[src/rtl/sync_multi_filt_pkg.sv]
// Shared constants and helpers for the multi-channel synchroniser/filter.
// Holds the minimum legal chain depth and the filter counter width calculation.
package sync_multi_filt_pkg;

    localparam int SYNC_MIN_STAGES = 2;

    function automatic int sync_clog2(input int value);
        int w;
        w = 0;
        for (int i = 0; i < 31; i++) begin
            if ((1 << i) < value) begin
                w = i + 1;
            end
        end
        return w;
    endfunction

    // The counter never needs to be narrower than one bit, even with filtering off.
    function automatic int sync_cnt_width(input int cycles);
        int w;
        w = sync_clog2(cycles);
        return (w < 1) ? 1 : w;
    endfunction

endpackage

[src/rtl/sync_multi_filt_chan.sv]
// One channel: synchroniser flop chain, stability counter and registered dout/rise/fall.
// The counter holds the run length of the synced level differing from dout; no partial credit.
module sync_multi_filt_chan
    import sync_multi_filt_pkg::*;
#(
    parameter int   STAGES        = 3,
    parameter int   FILTER_CYCLES = 1,
    parameter logic RESET_BIT     = 1'b0
) (
    input  logic clk,
    input  logic rst_n,
    input  logic din_i,
    output logic dout_o,
    output logic rise_o,
    output logic fall_o
);

    localparam int              CNT_W  = sync_cnt_width(FILTER_CYCLES);
    localparam logic [CNT_W-1:0] CNT_TC = CNT_W'(FILTER_CYCLES - 1);

    (* ASYNC_REG = "TRUE" *) logic [STAGES-1:0] sync_q;

    logic [CNT_W-1:0] cnt_q, cnt_d;
    logic             dout_q, dout_d;
    logic             rise_q, rise_d;
    logic             fall_q, fall_d;
    logic             sync_s;

    assign sync_s = sync_q[STAGES-1];

    always_comb begin
        cnt_d  = '0;
        dout_d = dout_q;
        rise_d = 1'b0;
        fall_d = 1'b0;
        if (sync_s != dout_q) begin
            if (cnt_q == CNT_TC) begin
                dout_d = sync_s;
                rise_d = sync_s;
                fall_d = ~sync_s;
            end else begin
                cnt_d = cnt_q + 1'b1;
            end
        end
    end

    always_ff @(posedge clk or negedge rst_n) begin
        if (!rst_n) begin
            sync_q <= {STAGES{RESET_BIT}};
            cnt_q  <= '0;
            dout_q <= RESET_BIT;
            rise_q <= 1'b0;
            fall_q <= 1'b0;
        end else begin
            sync_q <= {sync_q[STAGES-2:0], din_i};
            cnt_q  <= cnt_d;
            dout_q <= dout_d;
            rise_q <= rise_d;
            fall_q <= fall_d;
        end
    end

    assign dout_o = dout_q;
    assign rise_o = rise_q;
    assign fall_o = fall_q;

endmodule

[src/rtl/sync_multi_filt.sv]
// Multi-channel synchroniser with optional glitch filter and edge pulses.
// Top level: parameter checks, per-channel reset value slicing and the any_change reduction.
module sync_multi_filt
    import sync_multi_filt_pkg::*;
#(
    parameter int               WIDTH         = 1,
    parameter int               STAGES        = 3,
    parameter logic [WIDTH-1:0] RESET_VALUE   = '0,
    parameter int               FILTER_CYCLES = 1
) (
    input  logic             clk,
    input  logic             rst_n,
    input  logic [WIDTH-1:0] din,
    output logic [WIDTH-1:0] dout,
    output logic [WIDTH-1:0] rise,
    output logic [WIDTH-1:0] fall,
    output logic             any_change
);

    generate
        if (STAGES < SYNC_MIN_STAGES || FILTER_CYCLES < 1) begin : g_bad_params
            $error("sync_multi_filt: STAGES must be >= 2 and FILTER_CYCLES >= 1");
        end
    endgenerate

    for (genvar i = 0; i < WIDTH; i++) begin : g_chan
        sync_multi_filt_chan #(
            .STAGES        (STAGES),
            .FILTER_CYCLES (FILTER_CYCLES),
            .RESET_BIT     (RESET_VALUE[i])
        ) u_chan (
            .clk    (clk),
            .rst_n  (rst_n),
            .din_i  (din[i]),
            .dout_o (dout[i]),
            .rise_o (rise[i]),
            .fall_o (fall[i])
        );
    end

    // Pulses are already registered, so this adds no latency.
    assign any_change = |(rise | fall);

endmodule

[config.mk]
export PLATFORM = sky130hd
export DESIGN_NAME = sync_multi_filt
export DESIGN_NICKNAME = d
export VERILOG_FILES = /design/src/rtl/sync_multi_filt_pkg.sv /design/src/rtl/sync_multi_filt_chan.sv /design/src/rtl/sync_multi_filt.sv
export SDC_FILE = /design/constraint.sdc
export NUM_CORES = 1
export LEC_CHECK = 0
export ABC_AREA = 1
export CORE_AREA = 2 2 39 41
export DETAILED_ROUTE_END_ITERATION = 10
export DIE_AREA = 0 0 41 43
export PLACE_DENSITY = 0.47
export RECOVER_POWER = 50
export SLEW_MARGIN = 5
export SYNTH_ARGS = -nofsm -noshare
export SYNTH_HDL_FRONTEND = slang
export SYNTH_SLANG_ARGS = --single-unit
[constraint.sdc]
create_clock -name clk -period 1.22 [get_ports clk]
set_input_delay 0.183 -clock clk [delete_from_list [all_inputs] [get_ports clk]]
set_output_delay 0.183 -clock clk [all_outputs]
set_load 0.005 [all_outputs]
==> impl_metrics.yaml <==
placed_design:
  routabilityCongestion: 0.560
  dp_cells: 37
  dp_worst_setup_slack_ns: 0.0258
  placedInstanceArea_um2: 284
  port_buffers: 6
  hpwl_um: 220
power:
  peakVddDrop_mv: 0.588
  cellLeakagePower_nw: 0.166
  p_total_mw: 0.598
  power.density_mw_per_mm2: 1960
grt:
  grt_max_degree: 7
  grt_pass1_vias: 156
  grt_usage: 0.0557
  antenna_found_initial: 0
  grt_pass1_wl_um: 538
  grt-ovfl-total: 0
clocking:
  cts_sinks: 6
  clkSlewWorstSetupHoldPaths_ns: 0.04
  clock-root-buffer: "clkbuf_4"
  hold_buffers: 0
  clk_path_buf_depth: 2
  clk_latency_ns: 0.24
  htree_levels: 1
  cts_tree: "yes"
  cts_buffers: 3
critical_path:
  cp_data_required_time_ns: 1.04
  cp.arrival_ns: 0.93
  crit_path_max_incr_delay_ns: 0.36
  worstSetupEndpointType: "output port"
  critPathBufInv: 1
  startpoint_type: "flip-flop"
  critPathKind: "reg -> out"
  cpMaxStageDelayCell: "dfrtp_1"
  critical-path-top-delay-family: "flip-flops"
  path_cells: "or2_1 > clkbuf_2"
  worstPathMaxFanout: 2
yosys:
  syn-instance-count: 15
  syn_nets: 20
  synth_area_um2: 204
  synth_top_area_share: 0.736
  synthMuxAreaShare: 0
  yosysWarnings: 0
  ys_seq_area_frac: 0.736
  synth.area.top_cells: "dfrtp_1 (74%), ha_1 (12%), inv_1 (5.5%), nand2_1 (5.5%), or2_1 (3.1%)"
  yosys.area_share.simple: 0.0859
  ys_types: 5
  synth-xor-area-share: 0
  avgSynthCellArea_um2: 13.6
  synth-seq-cells: 6
  synth-compound-area-share: 0
  yosys.area.top_type: "dfrtp_1"
  synthAdderAreaFrac: 0.123
  synth_top_family_by_area: "adder cells"
detailed_routing:
  wl_per_cell_um: 7.10
  drtIter0Drc: 0
  drc_errors: 0
  dr.pass1.iters: 1
  vias: 135
  avgViaCountPerCell: 3.29
  drt-total-wl_um: 291
  ant_nets: 0
finish:
  final_cells: 41
  nFillCells: 144
  nNetsFinal: 32
  syn_to_final_growth_pct: 49.7
  fin_area_um2: 305
  fin_util: 0.221
  n_antenna_cell: 0
  final_common_cell: "dfrtp_1"
  layout_common_cells: "dfrtp_1 (6), inv_1 (3), nand2_1 (3), clkbuf_4 (3), dlygate4sd2_1 (3)"
  drive_gt1_frac: 0.200
floorplan:
  placeableCoreArea_mm2: 0.00138
  die_h_um: 43
  ios: 7
  start_util: 0.147
  rows: 14
  die_w_um: 41
  die_area_mm2: 0.00176
run:
  drv_cap: 0
run_status:
  status: "completed"
sta:
  layout_setup_ws_ns: 0.107
  finalCritPeriodShare: 0.912
  worst_pin_slew_ns: 0.266
  finalSetupTns_ns: 0
  setup_viol: 0
  timing.hold.ws_ns: 0.249
  fin_crit_ns: 1.11
  timing.slew.headroom: 0.822
  hold_viol_final: 0
  skew_ns: 0.00171
  fmaxAchievable_mhz: 898
  rsz0062_at_grt: "false"
  drv_slew: 0
hold_path:
  min-delay-path-class: "in -> async"
Yosys cell counts:
master	n
nand2_1	3
inv_1	3
or2_1	1
dfrtp_1	6
ha_1	2
layer usage:
metal	vias up	global-route usage	wire length (um)
met5	-	0	0
met3	0	0.0628	52
met4	0	0.0600	0
li1	63	-	-
met1	63	0.0297	101
met2	9	0.0781	138
state kept, by name (all words and copies together) (netlist names):
name and cells:
g_chan.u_chan.fall_o 1, g_chan.u_chan.rise_o 1, g_chan.u_chan.dout_o 1, g_chan.u_chan.sync_q 3
cell families (layout without fill, tap and decap cells):
group	count (synthesis)	after routing
buffers and inverters	3	13
adders and majority gates	2	2
DFF	6	6
and+or+nand+nor	4	4
power breakdown:
group / total (mW) / internal (mW) / switching [mW]
sequential: 0.255 / 0.239 / 0.0159
clock: 0.175 / 0.111 / 0.0647
combinational: 0.168 / 0.0939 / 0.0736
final timing paths:
check | start | endpoint | slack, ns | cells past startpoint
max | g_chan[0].u_chan.fall_o | any_change | 0.11 | 2
min | rst_n | g_chan[0].u_chan.dout_o | 0.25 | 1
max reg2reg | g_chan[0].u_chan.dout_o | g_chan[0].u_chan.dout_o | 0.22 | 5
min reg2reg | g_chan[0].u_chan.sync_q[1] | g_chan[0].u_chan.sync_q[2] | 0.35 | 0
max in group asynchronous | rst_n | g_chan[0].u_chan.sync_q[0] | 0.76 | 1
min in group clk | g_chan[0].u_chan.sync_q[1] | g_chan[0].u_chan.sync_q[2] | 0.35 | 0
what timing repair did:
item	CTS	global route
setup endpoints to repair	4	1
setup buffers	1	0
resized for setup	5	1
cell type report:
type                    count  area (um^2)  area share
inverters                   3         11.3      0.0369
flip-flops and latches      6          150       0.492
multi-input cells           6         42.5       0.139
well taps                  16         20.0      0.0656
clock buffers               3         22.5      0.0738
repair buffers              7         58.8       0.193
(Power assumes the default switching activity.)
